--- config.mk ---
export PLATFORM = sky130hd
export DESIGN_NAME = io_port_fifo
export DESIGN_NICKNAME = d
export VERILOG_FILES = /design/src/rtl/io_port_pkg.sv /design/src/rtl/sync_fifo.sv /design/src/rtl/io_port_fifo.sv
export SDC_FILE = /design/constraint.sdc
export NUM_CORES = 1
export LEC_CHECK = 0
export BUFFER_PORTS_ARGS = -buffer_cell sky130_fd_sc_hd__buf_2
export CAP_MARGIN = 10
export CORE_ASPECT_RATIO = 0.9
export CORE_MARGIN = 2
export CORE_UTILIZATION = 57
export DETAILED_ROUTE_END_ITERATION = 8
export PLACE_DENSITY_LB_ADDON = 0.1
export SLEW_MARGIN = 20
export SYNTH_ARGS = -nofsm -noshare
export SYNTH_HDL_FRONTEND = slang
export SYNTH_SLANG_ARGS = --single-unit
--- constraint.sdc ---
create_clock -name Clock -period 5.1 [get_ports Clock]
set_input_delay 1.02 -clock Clock [delete_from_list [all_inputs] [get_ports Clock]]
set_output_delay 1.02 -clock Clock [all_outputs]
set_load 0.02 [all_outputs]
--- src/rtl/io_port_pkg.sv ---
// ============================================================================
// Module : io_port_pkg
// Brief  : Shared width constant and depth helpers for the IO port FIFOs.
// Rev    : 1.0  initial release
// ============================================================================
`default_nettype none

package io_port_pkg;

  // Width of the CPU bus and of both external port words.
  localparam int IO_DATA_W = 32;

  // Pointer width for a FIFO of the given depth.
  function automatic int ptr_w(input int depth);
    return $clog2(depth);
  endfunction

  // Count width: one extra bit so the count can hold DEPTH itself.
  function automatic int cnt_w(input int depth);
    return $clog2(depth) + 1;
  endfunction

  // Legal depths are powers of two, at least 2, so pointers wrap for free.
  function automatic bit depth_ok(input int depth);
    return (depth >= 2) && ((depth & (depth - 1)) == 0);
  endfunction

endpackage

`default_nettype wire

--- src/rtl/sync_fifo.sv ---
// ============================================================================
// Module : sync_fifo
// Brief  : Single-clock FIFO with combinational head and a drop pulse that
//          fires when a push is refused because the FIFO is full.
// Rev    : 1.0  initial release
// ============================================================================
`default_nettype none

module sync_fifo
  import io_port_pkg::*;
#(
  parameter int DATA_W = IO_DATA_W,
  parameter int DEPTH  = 4
) (
  input  logic              clk_i,
  input  logic              rst_i,
  input  logic              push_i,
  input  logic              pop_i,
  input  logic [DATA_W-1:0] din_i,
  output logic [DATA_W-1:0] dout_o,
  output logic              empty_o,
  output logic              full_o,
  output logic              drop_o
);

  localparam int PTR_W = ptr_w(DEPTH);
  localparam int CNT_W = cnt_w(DEPTH);

  logic [DATA_W-1:0] mem_q [DEPTH];
  logic [PTR_W-1:0]  rd_ptr_q, rd_ptr_d;
  logic [PTR_W-1:0]  wr_ptr_q, wr_ptr_d;
  logic [CNT_W-1:0]  count_q, count_d;
  logic              do_push, do_pop;

  assign empty_o = (count_q == '0);
  assign full_o  = (count_q == CNT_W'(DEPTH));
  assign dout_o  = mem_q[rd_ptr_q];

  // A pop on a full FIFO frees a slot in the same edge, so the push is kept.
  always_comb begin
    do_pop   = pop_i && !empty_o;
    do_push  = push_i && (!full_o || do_pop);
    drop_o   = push_i && full_o && !do_pop;
    rd_ptr_d = do_pop  ? rd_ptr_q + 1'b1 : rd_ptr_q;
    wr_ptr_d = do_push ? wr_ptr_q + 1'b1 : wr_ptr_q;
    count_d  = count_q;
    if (do_push && !do_pop) begin
      count_d = count_q + 1'b1;
    end else if (do_pop && !do_push) begin
      count_d = count_q - 1'b1;
    end
  end

  // Pointer and occupancy registers.
  always_ff @(posedge clk_i) begin
    if (rst_i) begin
      rd_ptr_q <= '0;
      wr_ptr_q <= '0;
      count_q  <= '0;
    end else begin
      rd_ptr_q <= rd_ptr_d;
      wr_ptr_q <= wr_ptr_d;
      count_q  <= count_d;
    end
  end

  // Storage; contents need no reset since the head is masked while empty.
  always_ff @(posedge clk_i) begin
    if (!rst_i && do_push) begin
      mem_q[wr_ptr_q] <= din_i;
    end
  end

endmodule

`default_nettype wire

--- src/rtl/io_port_fifo.sv ---
// ============================================================================
// Module : io_port_fifo
// Brief  : Input and output port FIFOs beside the CPU bus mux, with sticky
//          overrun flags and zero-gated head outputs.
//          Optional macro STROBE_EDGE_EN: push the input FIFO only on the
//          rising edge of strobe instead of every cycle strobe is high.
// Rev    : 1.0  initial release
// ============================================================================
`default_nettype none

module io_port_fifo
  import io_port_pkg::*;
#(
  parameter int DATA_W    = IO_DATA_W,
  parameter int IN_DEPTH  = 4,
  parameter int OUT_DEPTH = 4
) (
  input  logic              Clock,
  input  logic              clear,
  input  logic              strobe,
  input  logic [DATA_W-1:0] input_data,
  input  logic              InPortout,
  output logic [DATA_W-1:0] BusMuxInInPortout,
  input  logic              OutPortin,
  input  logic [DATA_W-1:0] BusOut,
  output logic [DATA_W-1:0] output_data,
  output logic              out_valid,
  input  logic              out_ack,
  output logic              in_empty,
  output logic              in_full,
  output logic              out_empty,
  output logic              out_full,
  output logic              in_overrun,
  output logic              out_overrun,
  input  logic              ovr_clr
);

  if (!depth_ok(IN_DEPTH)) begin : g_bad_in_depth
    $error("io_port_fifo: IN_DEPTH must be a power of two >= 2");
  end
  if (!depth_ok(OUT_DEPTH)) begin : g_bad_out_depth
    $error("io_port_fifo: OUT_DEPTH must be a power of two >= 2");
  end

  logic              in_push;
  logic              in_drop, out_drop;
  logic [DATA_W-1:0] in_head, out_head;
  logic              in_ovr_q, in_ovr_d;
  logic              out_ovr_q, out_ovr_d;

`ifdef STROBE_EDGE_EN
  logic strobe_prev_q;

  // Previous strobe level for rising-edge detection.
  always_ff @(posedge Clock) begin
    if (clear) begin
      strobe_prev_q <= 1'b0;
    end else begin
      strobe_prev_q <= strobe;
    end
  end

  assign in_push = strobe && !strobe_prev_q;
`else
  assign in_push = strobe;
`endif

  sync_fifo #(
    .DATA_W (DATA_W),
    .DEPTH  (IN_DEPTH)
  ) u_in_fifo (
    .clk_i   (Clock),
    .rst_i   (clear),
    .push_i  (in_push),
    .pop_i   (InPortout),
    .din_i   (input_data),
    .dout_o  (in_head),
    .empty_o (in_empty),
    .full_o  (in_full),
    .drop_o  (in_drop)
  );

  sync_fifo #(
    .DATA_W (DATA_W),
    .DEPTH  (OUT_DEPTH)
  ) u_out_fifo (
    .clk_i   (Clock),
    .rst_i   (clear),
    .push_i  (OutPortin),
    .pop_i   (out_ack),
    .din_i   (BusOut),
    .dout_o  (out_head),
    .empty_o (out_empty),
    .full_o  (out_full),
    .drop_o  (out_drop)
  );

  // Sticky overrun flags: a new drop beats a simultaneous clear request.
  always_comb begin
    in_ovr_d  = in_drop  ? 1'b1 : (ovr_clr ? 1'b0 : in_ovr_q);
    out_ovr_d = out_drop ? 1'b1 : (ovr_clr ? 1'b0 : out_ovr_q);
  end

  // Overrun flag registers.
  always_ff @(posedge Clock) begin
    if (clear) begin
      in_ovr_q  <= 1'b0;
      out_ovr_q <= 1'b0;
    end else begin
      in_ovr_q  <= in_ovr_d;
      out_ovr_q <= out_ovr_d;
    end
  end

  assign in_overrun        = in_ovr_q;
  assign out_overrun       = out_ovr_q;
  assign BusMuxInInPortout = in_empty  ? '0 : in_head;
  assign output_data       = out_empty ? '0 : out_head;
  assign out_valid         = !out_empty;

endmodule

`default_nettype wire

## Yosys cells after proc, flatten, opt, wreduce, memory -nomap -nowiden

Memory sizes are Yosys's and may differ from the RTL's. A register that Yosys moved wholly into a read port is not among the register bits.
Cells that the tools add are included.

| storage, ports and cells | value |
|---|---|
| register bits after elaboration | 16 |
| latch bits | 0 |
| bits in writable memories | 256 |
| bits in read-only memories | 0 |
| output and inout bits | 71 |
| logic and storage cells | 68 |
| memories kept | 2 |

| operators by class | value |
|---|---|
| $add $sub $neg | 8 |
| multiply operators | 0 |
| div/mod/pow operators | 0 |
| magnitude comparators | 0 |
| equal/unequal tests | 2 |
| shifts and indexed selects | 0 |
| multiplexer cells | 17 |
| bitwise logic cells | 0 |
| reductions and logical operators | 31 |

Memories:

| name | words | bits a word | rd ports | clocked after Yosys merged registers in | write ports | line | RTL |
|---|---|---|---|---|---|---|---|
| u_in_fifo.mem_q | 4 | 32 | 1 | 1 | 1 | sync_fifo.sv:29 | `logic [DATA_W-1:0] mem_q [DEPTH];` |
| u_out_fifo.mem_q | 4 | 32 | 1 | 1 | 1 | sync_fifo.sv:29 |  |

Operator list:

| operator | number |
|---|---|
| $mux 32 | 2 |
| $logic_and 1x1->1 | 14 |
| $mux 3 | 4 |
| $logic_not 1->1 | 9 |
| $add 2x1->2 const B | 4 |
| $mux 2 | 4 |
| $reduce_bool 2->1 | 4 |
| $mux 1 | 7 |
| $add 3x1->3 const B | 2 |
| $eq 3x3->1 const B | 2 |
| $logic_not 3->1 | 2 |
| $sub 3x1->3 const B | 2 |
| $logic_or 1x1->1 | 2 |

## Longest topological paths before layout

Gate-level depths: netlist (run 1).

| depth | value |
|---|---|
| depth after elaboration | 9 |
| depth in mapped cells | 9 |
| gate-level depth less buffers | 9 |

## Modules after synthesis

From an unflattened synthesis (run 1), not the netlist that was laid out.

| unflattened totals | value |
|---|---|
| cells, all modules | 513 |
| area, all modules | 10726.5 um^2 |

Modules (own cells, without submodules):

| module | times used | cells each | area each (um^2) |
|---|---|---|---|
| sync_fifo | 2 | 217 | 5107.4 |
| io_port_fifo | 1 | 79 | 511.7 |

## Worst setup path before layout (run 1)

No wires, ideal clock.

| timing path | value |
|---|---|
| path type | input port to flip-flop |
| start point | input clear |
| end point | memory u_in_fifo.mem_q[0][0] in the netlist's numbering (enable) |
| library setup time | 0.468 ns |
| data arrival time | 3.816 ns |
| required time | 4.632 ns |
| path slack | 0.816 ns |
| stages on the path | 3 |
| cells stage by stage | clkbuf_1 -> clkbuf_1 -> nor3b_1 |

| between the ends | value |
|---|---|
| cells in the longest elaborated chain, start to end | 4 |

RTL lines:

| item | line | RTL |
|---|---|---|
| start, declared | io_port_fifo.sv:19 | `input logic clear,` |
| $logic_not 1->1 | sync_fifo.sv:69 | `if (!rst_i && do_push) begin` |
| $logic_and 1x1->1 | sync_fifo.sv:69 |  |
| $mux 1 | sync_fifo.sv:69 |  |
| $mux 1 (implied by the code) | sync_fifo.sv:70 | `mem_q[wr_ptr_q] <= din_i;` |
| end, declared | sync_fifo.sv:29 |  |

No other way between the ends.

==> results of run 1 <==
[cells by family (layout without fill, tap and decap cells)]
| kind of cell | count (synthesis) | count (layout) | synth area share |
|---|---|---|---|
| buffers and inverters | 34 | 215 | 0.0145 |
| xor gates and xnor gates | 6 | 6 | 0.00490 |
| adders and majority gates | 12 | 12 | 0.0154 |
| muxes | 70 | 70 | 0.141 |
| DFF | 276 | 276 | 0.754 |
| and+or+nand+nor | 102 | 102 | 0.0612 |
| AOI/OAI and AO/OA | 14 | 14 | 0.00910 |
| other | 0 | 5 | 0 |
[registers in the layout, indices dropped and copies added (netlist names), named ones only]
| name | count |
|---|---|
| u_out_fifo.rd_ptr_q | 2 |
| u_in_fifo.mem_q | 128 |
| u_out_fifo.wr_ptr_q | 2 |
| in_overrun | 1 |
| u_in_fifo.count_q | 3 |
| u_out_fifo.mem_q | 128 |
| u_in_fifo.wr_ptr_q | 2 |
| out_overrun | 1 |
| u_in_fifo.rd_ptr_q | 2 |
| u_out_fifo.count_q | 3 |
[per-stage QoR]
stage | hold WS, ps | util | setup slack, ps | total power, mW | cell area, um^2
2_1_floorplan | 459 | - | 816 | 4.18 | 10700
3_3_place_gp | 458 | 0.640 | 1940 | 4.76 | 11800
3_5_place_dp | 464 | 0.640 | 1940 | 4.80 | 11800
4_1_cts | 475 | 0.688 | 1380 | 6.73 | 12700
5_1_grt | 498 | 0.688 | 1250 | 6.96 | 12700
6_report | 470 | 0.688 | 1490 | 6.64 | 12700
[worst max-delay path: stages, from the launching register on]
cell and delay [ps]:
dfxtp_2 810, buf_4 390, mux4_2 540, nor2b_1 150, buf_2 180
[synthesized netlist by cell type]
library cell	count	area, um^2
a21oi_1	6	30.0
nand2_1	2	7.51
fa_1	2	40.0
or3_2	2	15.0
inv_2	2	7.51
o31ai_1	2	15.0
ha_1	10	125
nor3_1	2	10.0
inv_1	9	33.8
mux2i_1	4	40.0
o21ai_4	2	32.5
nor2b_1	39	244
or3b_4	2	22.5
and2b_1	25	188
mux4_2	64	1440
nor3b_1	8	60.1
dfxtp_1	20	400
or3_1	2	12.5
buf_2	4	20.0
mux2_4	2	30.0
nand3b_1	2	15.0
o21ai_0	4	20.0
nand2b_1	6	37.5
buf_1	6	22.5
edfxtp_1	256	7690
clkbuf_1	7	26.3
buf_4	6	45.0
xor2_1	6	52.6
nor2_1	12	45.0
[cell type report]
type	instances	area, um^2	share of cell area
diodes	5	12.5	0.000988
clock buffers	37	764	0.0604
clock inverters	13	114	0.00899
inverters	11	41.3	0.00326
multi-input cells	204	2530	0.200
flip-flops and latches	276	8090	0.639
well taps	245	307	0.0242
repair buffers	154	803	0.0634
[metal layers]
layer	track usage	vias to the layer above
met5	0	-
met4	0.0624	0
met3	0.0367	35
met2	0.317	137
met1	0.271	2715
li1	-	2372
[worst max-delay path by stage]
stage	end	depth (start not counted)	start	slack [ps]
6_report	BusMuxInInPortout[6]	4	flip-flop	1490
3_3_place_gp	BusMuxInInPortout[10]	4	flip-flop	1940
2_1_floorplan	u_in_fifo.mem_q[0][0]	3	clear	820
4_1_cts	BusMuxInInPortout[6]	4	flip-flop	1380
3_5_place_dp	BusMuxInInPortout[1]	4	flip-flop	1940
5_1_grt	BusMuxInInPortout[9]	4	flip-flop	1250
[report_power, final]
group,internal (mW),switching [mW],total [mW]
sequential,2.62,0.156,2.78
clock,1.15,0.785,1.93
combinational,0.844,1.09,1.93
total,4.61,2.03,6.64
==> results by group, run 1 <==
STA
  • FMAX: 277 MHz
  • Max Slew Vio Count: 0
  • Period utilization: 0.708
  • Final Hold Fails: 0
  • RSZ-0062 raised after global routing: false
  • Clock Skew: 4.62 ps
  • Final setup viols: 0
  • Tmin final: 3610 ps
  • Setup TNS: 0 ps
  • Worst slew pin tran: 894 ps
  • Slew headroom: 0.404

Die
  • Chip height: 134 um
  • Die ar.: around 20,000 um^2
  • Ports: between 100 and 150
  • Core area: 18,400 um^2
  • Initial Util: 0.583
  • Die width: 149 um
  • Site row count: 47

GRT
  • Initial antenna violation count: 5
  • Total congestion overflow: 0
  • Global-route wire length before repair: 29.8 mm
  • Vias in the first global route: roughly 5,500
  • Largest net degree at the start of global routing: 37
  • GRT Total Usage: 0.194

Power
  • Leak pwr: 4.47 nW
  • Max VDD drop: ~270 uV
  • PD cells: 524 nW/um^2

Min path
  • Hold Crit Class: reg -> reg
  • Endpoint of the worst hold path: out_overrun
  • Hold_sp: out_overrun
  • Hold depth: 2

Detailed routing
  • Routed wire length: between 15 and 20 mm
  • TritonRoute pass-1 iters: 4
  • Max Used Layer: met4
  • Met2 wire length: 9.49 mm
  • Met1 wire length: 8.01 mm
  • Residual DRC: 0
  • Vias: 5,259
  • Met3 Wirelength: 928 um
  • DR WL/cell: ~20 um
  • DR iter-0 viols: roughly 330
  • Via/cell ratio: 5.57
  • DRT antenna net count: 0

Placed design
  • Final Wtd Congestion: roughly 0.74
  • Cell total after placement: between 800 and 900
  • HPWL after DPL: 11.3 mm
  • Port Buffers: 141

Clocking
  • Worst-Skew Late Latency: around 520 ps
  • Resized cells post-CTS: 0
  • Worst-case clock buffer depth: 3
  • CTS Hold Bufs: 0
  • CTS Root Cell: clkbuf_16
  • Worst-path clk slew: 60 ps
  • Num CTS Buffers: 27
  • Sink Count: around 280
  • CTS tree: done
  • H-tree levels: 1
  • Setup repair bufs after CTS: 0

Final layout
  • Layout fillers: 1,188
  • Post-route non-filler standard cell count: ~950
  • Share of cells above drive strength 1: 0.401
  • Commonest non-fill, non-tap cell in the layout: edfxtp_1
  • Nets: 757
  • Commonest non-fill, non-tap cells in the layout: edfxtp_1, buf_2, mux4_2, nor2b_1, clkbuf_16
  • Syn-to-layout area delta: 18.1%

Setup path
  • Reg2reg setup slack: 2740 ps
  • Worst reg2reg path endpoint: u_out_fifo.count_q[2]
  • Startpoint types: flip-flop
  • FF-to-FF Start: u_out_fifo.count_q[2]
  • Crit-path max FO: 21
  • Arrival time of the worst setup path: approximately 2600 ps
  • Crit Path Class: reg -> out
  • Required time of the critical path: ~4100 ps
  • Reg2reg path depth: 9
  • Crit end category: output port

Synthesis
  • Post-synthesis register bit count: 276
  • Synthesized area: 10,700 um^2
  • Post-Syn Nets: 597
  • Sequential-to-total area share from yosys stat: 0.754
  • Post-Synthesis Cells: 514
  • Yosys warns: 0
  • Synth unique cells: 29
  • Mean Syn Cell Area: 20.9 um^2

Run status
  • Status: complete, no violations

Job
  • MaxCap Viol Count: 0
Power figures use the tool's default switching activity.
==> run 2: changes to the inputs <==
--- a/config.mk
+++ b/config.mk
@@ -9,7 +9,7 @@
 export CAP_MARGIN = 10
 export CORE_ASPECT_RATIO = 0.9
 export CORE_MARGIN = 2
-export CORE_UTILIZATION = 57
+export CORE_UTILIZATION = 52
 export DETAILED_ROUTE_END_ITERATION = 8
 export PLACE_DENSITY_LB_ADDON = 0.1
 export SLEW_MARGIN = 20
==> constraint.sdc (replaced) <==
create_clock -name Clock -period 3.1 [get_ports Clock]
set_input_delay 0.62 -clock Clock [delete_from_list [all_inputs] [get_ports Clock]]
set_output_delay 0.62 -clock Clock [all_outputs]
set_load 0.02 [all_outputs]
==> results by group, run 2 (synthesized netlist as in run 1, its figures left out) <==
Clocking
  • Worst-path clk slew: 60 ps (about the same)
  • CTS Hold Bufs: 0 (unchanged)
  • CTS Root Cell: clkbuf_16 (unchanged)
  • Resized cells post-CTS: 0 (unchanged)
  • Worst-Skew Late Latency: 540 ps (was 520 ps)
  • H-tree levels: 1 (unchanged)
  • Setup repair bufs after CTS: 0 (unchanged)
  • Num CTS Buffers: 28 (was 27)
  • Sink Count: 276 (unchanged)
  • Worst-case clock buffer depth: 3 (unchanged)
  • CTS tree: done (unchanged)

Final layout
  • Post-route non-filler standard cell count: 955 (was 945)
  • Commonest non-fill, non-tap cell in the layout: edfxtp_1 (unchanged)
  • Share of cells above drive strength 1: 0.401 (about the same)
  • Layout fillers: 1,449 (was 1,188)
  • Commonest non-fill, non-tap cells in the layout: edfxtp_1, buf_2, mux4_2, nor2b_1, clkbuf_16 (unchanged)
  • Final design instance area without fill: 12,800 um^2 (was 12,700 um^2)
  • Largest registers: u_in_fifo.mem_q (128), u_out_fifo.mem_q (128) (unchanged)
  • Nets: 759 (was 757)
  • Syn-to-layout area delta: 19.1% (was 18.1%)

Placed design
  • HPWL after DPL: 11.3 mm (about the same)
  • Cell total after placement: 901 (was 890)
  • Final Wtd Congestion: 0.735 (was 0.738)
  • Port Buffers: 141 (unchanged)
  • Post-DP Area: 11,800 um^2 (about the same)

GRT
  • Vias in the first global route: 5,569 (was 5,546)
  • Largest net degree at the start of global routing: 37 (unchanged)
  • Global-route wire length before repair: 30.0 mm (was 29.8 mm)
  • Initial antenna violation count: 2 (was 5)
  • GRT Total Usage: 0.179 (was 0.194)
  • Total congestion overflow: 0 (unchanged)

Setup path
  • Reg2reg setup slack: 690 ps (was 2740 ps)
  • Crit-path max FO: 32 (was 21)
  • Worst reg2reg path endpoint: u_in_fifo.count_q[2] (was u_out_fifo.count_q[2])
  • Reg2reg path depth: 9 (unchanged)
  • Required time of the critical path: 2480 ps (was 4080 ps)
  • Setup crit end: BusMuxInInPortout[2] (was BusMuxInInPortout[6])
  • Crit Path Class: reg -> out (unchanged)
  • Startpoint types: flip-flop (unchanged)
  • Arrival time of the worst setup path: 2040 ps (was 2590 ps)
  • Crit end category: output port (unchanged)
  • FF-to-FF Start: u_in_fifo.count_q[2] (was u_out_fifo.count_q[2])

Detailed routing
  • Vias: 5,240 (was 5,259)
  • DRT antenna net count: 0 (unchanged)
  • TritonRoute pass-1 iters: 4 (unchanged)
  • Residual DRC: 0 (unchanged)
  • DR iter-0 viols: 225 (was 333)
  • Via/cell ratio: 5.49 (was 5.57)
  • Routed wire length: 19.2 mm (was 18.9 mm)
  • DR WL/cell: 20.1 um (was 20.0 um)

Die
  • Die width: 155 um (was 149 um)
  • Die ar.: 21,800 um^2 (was 19,900 um^2)
  • Site row count: 49 (was 47)
  • Core area: 20,100 um^2 (was 18,400 um^2)
  • Chip height: 140 um (was 134 um)
  • Initial Util: 0.533 (was 0.583)
  • Ports: 142 (unchanged)

STA
  • Final Hold Fails: 0 (unchanged)
  • FMAX: 375 MHz
  • Clock Skew: 22.7 ps (was 4.62 ps)
  • Final setup viols: 0 (unchanged)
  • Max Slew Vio Count: 0 (unchanged)
  • Period utilization: 0.860
  • Worst slew pin tran: 600 ps (was 894 ps)
  • Slew headroom: 0.600 (was 0.404)
  • Tmin final: 2660 ps
  • Setup TNS: 0 ps (unchanged)
  • RSZ-0062 raised after global routing: false (unchanged)

Power
  • PD cells: 878 nW/um^2 (was 524 nW/um^2)
  • Max VDD drop: 522 uV (was 272 uV)
  • Leak pwr: 4.51 nW (was 4.47 nW)

Min path
  • Hold Crit Class: in -> reg (was reg -> reg)

Run status
  • Status: complete, no violations (unchanged)

Job
  • MaxCap Viol Count: 0 (unchanged)
run 2: layer usage:
layer / share of wire / track usage
met1: 0.42 / 0.241
met2: 0.50 / 0.300
met3: 0.056 / 0.0377
met4: 0.023 / 0.0502
met5: 0 / 0
run 2: critical path: stages (launching register included):
cell and delay (ps):
dfxtp_2 340, buf_12 270, mux4_2 550, nor2b_1 170, buf_2 190
run 2: through the flow:
stage / power, mW / util / setup slack, ps / hold WS [ps]
4_1_cts: 11.4 / 0.635 / 384 / 264
3_3_place_gp: 7.89 / 0.588 / 722 / 455
2_1_floorplan: 6.88 / - / -784 / 459
3_5_place_dp: 7.97 / 0.588 / 600 / 464
5_1_grt: 11.7 / 0.635 / 342 / 270
6_report: 11.2 / 0.635 / 435 / 288
run 2: power by group:
part	internal (mW)	switching, mW
combinational	1.42	1.98
clock	2.06	1.32
sequential	4.31	0.115
total	7.80	3.42
run 2: worst min path at each step:
stage	to	slack (ps)	startpoint	cells after the start
after floorplan	flip-flop	460	u_out_fifo.rd_ptr_q[1]	2
after global placement	out_overrun	450	out_overrun	2
after detailed placement	out_overrun	460	out_overrun	2
after CTS	u_out_fifo.mem_q[2][21]	260	BusOut[21]	1
after global routing	u_out_fifo.mem_q[3][24]	270	BusOut[24]	1
final	u_out_fifo.mem_q[2][4]	290	BusOut[4]	1
run 2: area by class of cell:
| cell class | count | area (um^2) | area share |
|---|---|---|---|
| Sequential cell | 276 | 8090 | 0.633 |
| Multi-Input combinational cell | 204 | 2530 | 0.198 |
| Timing Repair Buffer | 155 | 836 | 0.0654 |
| Clock buffer | 31 | 712 | 0.0557 |
| Tap cell | 255 | 319 | 0.0250 |
| Clock inverter | 21 | 235 | 0.0184 |
| Inverter | 11 | 41.3 | 0.00323 |
| Antenna cell | 2 | 5.00 | 0.000392 |
==> run 3: changes to the inputs <==
--- a/config.mk
+++ b/config.mk
@@ -5,12 +5,14 @@
 export SDC_FILE = /design/constraint.sdc
 export NUM_CORES = 1
 export LEC_CHECK = 0
+export ABC_AREA = 1
 export BUFFER_PORTS_ARGS = -buffer_cell sky130_fd_sc_hd__buf_2
 export CAP_MARGIN = 10
 export CORE_ASPECT_RATIO = 0.9
 export CORE_MARGIN = 2
 export CORE_UTILIZATION = 52
 export DETAILED_ROUTE_END_ITERATION = 8
+export GPL_ROUTABILITY_DRIVEN = 0
 export PLACE_DENSITY_LB_ADDON = 0.1
 export SLEW_MARGIN = 20
 export SYNTH_ARGS = -nofsm -noshare
==> results by group, run 3 <==
Synthesis
  • Post-synthesis simple-gate area fraction: 0.115 (was 0.0612)
  • Sequential-to-total area share from yosys stat: 0.736 (was 0.754)
  • XOR/XNOR share of the synthesized area: 0.00159 (was 0.00490)
  • Post-Syn Nets: 992 (was 597)
  • Mean Syn Cell Area: 12.1 um^2 (was 20.9 um^2)
  • Top-area cell type share of the netlist area: 0.700 (was 0.717)
  • Largest family of logic cells by synthesized area: simple AND/OR/NAND/NOR gates (was multiplexers)
  • Synth top area cells: edfxtp_1, nor2_1, o21ai_0, dfxtp_1, a21oi_1 (was edfxtp_1, mux4_2, dfxtp_1, nor2b_1, and2b_1)
  • Synth unique cells: 23 (was 29)
  • Compound-Gate Fraction of Synth Area: 0.0938 (was 0.00910)
  • Mux cell area share after synthesis: 0 (was 0.141)
  • Post-Synthesis Cells: 909 (was 514)
  • Dominant cell by count in the synthesized netlist: nor2_1 (was edfxtp_1)
  • Ys flop type: edfxtp_1 (unchanged)
  • Largest area contributor in the netlist: edfxtp_1 (unchanged)
  • Post-Synth Adder-Cell Area: 0.0150 (was 0.0154)
  • Asr flop ratio synth: 0 (unchanged)
  • Synth cell count leaders: nor2_1, edfxtp_1, o21ai_0 (was edfxtp_1, mux4_2, nor2b_1)
  • Post-synth EDFFs: 256 (unchanged)
  • Synthesized area: 11,000 um^2 (was 10,700 um^2)
  • Post-synthesis register bit count: 276 (unchanged)
  • Yosys warns: 0 (unchanged)

STA
  • Max Slew Vio Count: 0 (unchanged)
  • Final Hold Fails: 0 (unchanged)
  • FMAX: 362 MHz (was 375 MHz)
  • Period utilization: 0.891 (was 0.860)
  • Worst slew pin tran: 656 ps (was 600 ps)
  • Final WS setup: 336 ps (was 435 ps)
  • RSZ-0062 raised after global routing: false (unchanged)
  • Setup TNS: 0 ps (unchanged)
  • Slew headroom: 0.563 (was 0.600)
  • Clock Skew: 9.68 ps (was 22.7 ps)
  • Final setup viols: 0 (unchanged)
  • Tmin final: 2760 ps (was 2660 ps)

GRT
  • Vias in the first global route: 6,847 (was 5,569)
  • Total congestion overflow: 0 (unchanged)
  • Initial antenna violation count: 3 (was 2)
  • GRT Total Usage: 0.201 (was 0.179)
  • Global-route wire length before repair: 34.8 mm (was 30.0 mm)
  • Largest net degree at the start of global routing: 65 (was 37)

Detailed routing
  • DRT antenna net count: 0 (unchanged)
  • Residual DRC: 0 (unchanged)
  • TritonRoute pass-1 iters: 4 (unchanged)
  • Routed wire length: 22.4 mm (was 19.2 mm)
  • DR iter-0 viols: 542 (was 225)
  • DR WL/cell: 16.5 um (was 20.1 um)
  • Via/cell ratio: 5.18 (was 5.49)
  • Vias: 7,050 (was 5,240)

Setup path
  • FF-to-FF Start: u_in_fifo.count_q[0] (was u_in_fifo.count_q[2])
  • Crit end category: output port (unchanged)
  • Startpoint types: flip-flop (unchanged)
  • Reg2reg path depth: 7 (was 9)
  • Required time of the critical path: 2480 ps (about the same)
  • Arrival time of the worst setup path: 2140 ps (was 2040 ps)
  • Crit-path max FO: 50 (was 32)
  • Worst reg2reg path endpoint: u_in_fifo.mem_q[1][2] (was u_in_fifo.count_q[2])
  • Crit Path Class: reg -> out (unchanged)
  • Reg2reg setup slack: 1020 ps (was 690 ps)

Clocking
  • Resized cells post-CTS: 0 (unchanged)
  • Num CTS Buffers: 28 (unchanged)
  • Setup repair bufs after CTS: 0 (unchanged)
  • CTS tree: done (unchanged)
  • Sink Count: 276 (unchanged)
  • H-tree levels: 1 (unchanged)
  • Worst-path clk slew: 60 ps (about the same)
  • CTS Hold Bufs: 0 (unchanged)
  • CTS Root Cell: clkbuf_16 (unchanged)
  • Worst-Skew Late Latency: 530 ps (was 540 ps)
  • Worst-case clock buffer depth: 3 (unchanged)

Placed design
  • Port Buffers: 141 (unchanged)
  • HPWL after DPL: 12.8 mm (was 11.3 mm)
  • Dpl ws: 723 ps (was 600 ps)

Final layout
  • Antenna Cells: 0 (was 2)
  • Share of cells above drive strength 1: 0.200 (was 0.401)
  • Largest registers: u_in_fifo.mem_q (128), u_out_fifo.mem_q (128) (unchanged)
  • Nets: 1,136 (was 759)
  • Commonest non-fill, non-tap cells in the layout: nor2_1, edfxtp_1, buf_2, o21ai_0, a21oi_1 (was edfxtp_1, buf_2, mux4_2, nor2b_1, clkbuf_16)
  • Syn-to-layout area delta: 17.6% (was 19.1%)
  • Layout fillers: 1,682 (was 1,449)
  • Commonest non-fill, non-tap cell in the layout: nor2_1 (was edfxtp_1)

Die
  • Die width: 157 um (was 155 um)
  • Core area: 20,800 um^2 (was 20,100 um^2)
  • Site row count: 50 (was 49)
  • Chip height: 142 um (was 140 um)
  • Initial Util: 0.529 (was 0.533)
  • Ports: 142 (unchanged)
  • Die ar.: 22,300 um^2 (was 21,800 um^2)

Power
  • Max VDD drop: 533 uV (was 522 uV)
  • Tot Pwr: 11.0 mW (was 11.2 mW)
  • PD cells: 851 nW/um^2 (was 878 nW/um^2)
  • Leak pwr: 4.79 nW (was 4.51 nW)

Min path
  • Hold_sp: BusOut[13] (was BusOut[4])
  • Hold Crit Class: in -> reg (unchanged)
  • Hold depth: 1 (unchanged)
  • Endpoint of the worst hold path: u_out_fifo.mem_q[3][13] (was u_out_fifo.mem_q[2][4])

Run status
  • Status: complete, no violations (unchanged)

Job
  • MaxCap Viol Count: 0 (unchanged)
-- run 3: cell count changes after synthesis, moves of 8 or more --
cell / change
nand3_1: +12
mux4_2: -64
buf_2: +9
nor3b_1: -8
nor2_1: +267
clkbuf_1: +8
nor2b_1: -39
inv_1: +25
nand2_1: +29
and2b_1: -25
o21ai_1: +41
o21ai_0: +85
a21oi_1: +70
-- run 3: cell families after synthesis --
logic type	Yosys count
buffers and inverters	85
AO/OA/AOI/OAI	206
AND/OR/NAND/NOR	328
flip-flops	276
adder cells (fa/ha/maj)	12
XOR/XNOR	2
-- run 3: final cells by class --
class                   count  area (um^2)  share of cell area
clock buffers              37          774              0.0599
clock inverters            14          149              0.0115
inverters                  38          143              0.0110
multi-input cells         548         2510               0.194
flip-flops and latches    276         8090               0.626
well taps                 286          358              0.0277
repair buffers            161          893              0.0691
-- run 3: report_power, final --
group | switching, mW | internal [mW]
Sequential | 0.122 | 4.30
Clock | 1.33 | 2.00
Combinational | 2.27 | 0.978
Total | 3.72 | 7.27
-- run 3: how the worst max path moves through the flow --
stage | to | cells after the start | startpoint | slack [ps]
6_report | BusMuxInInPortout[30] | 6 | flip-flop | 340
5_1_grt | BusMuxInInPortout[30] | 6 | flip-flop | 220
4_1_cts | BusMuxInInPortout[31] | 6 | flip-flop | 340
3_5_place_dp | u_in_fifo.mem_q[1][24] | 8 | InPortout | 720
3_3_place_gp | u_in_fifo.mem_q[1][26] | 8 | InPortout | 760
2_1_floorplan | u_in_fifo.mem_q[0][0] | 6 | InPortout | 320
-- run 3: critical path, stage by stage (launching register included) --
cell and delay, ps:
dfxtp_2 550, buf_12 300, nor2_1 70, nor2_1 90
o21ai_0 100, a21oi_1 270, buf_2 220
-- run 3: stage by stage --
step	instances	instance area (um^2)	util	hold WS, ps
3_3_place_gp	1309	12000	0.578	454
2_1_floorplan	909	11000	-	467
4_1_cts	1360	12900	0.622	274
6_report	1360	12900	0.622	295
5_1_grt	1360	12900	0.622	279
3_5_place_dp	1309	12000	0.578	458
-- run 3: metal layers --
layer / global-route usage / part of all wire / routed length [um] / vias to the layer above
met4: 0.0569 / 0.019 / 421 / 6
met2: 0.320 / 0.46 / 10400 / 165
met3: 0.0373 / 0.053 / 1180 / 36
li1: - / - / - / 3456
met1: 0.288 / 0.46 / 10400 / 3387
met5: 0 / 0.0017 / 37 / -
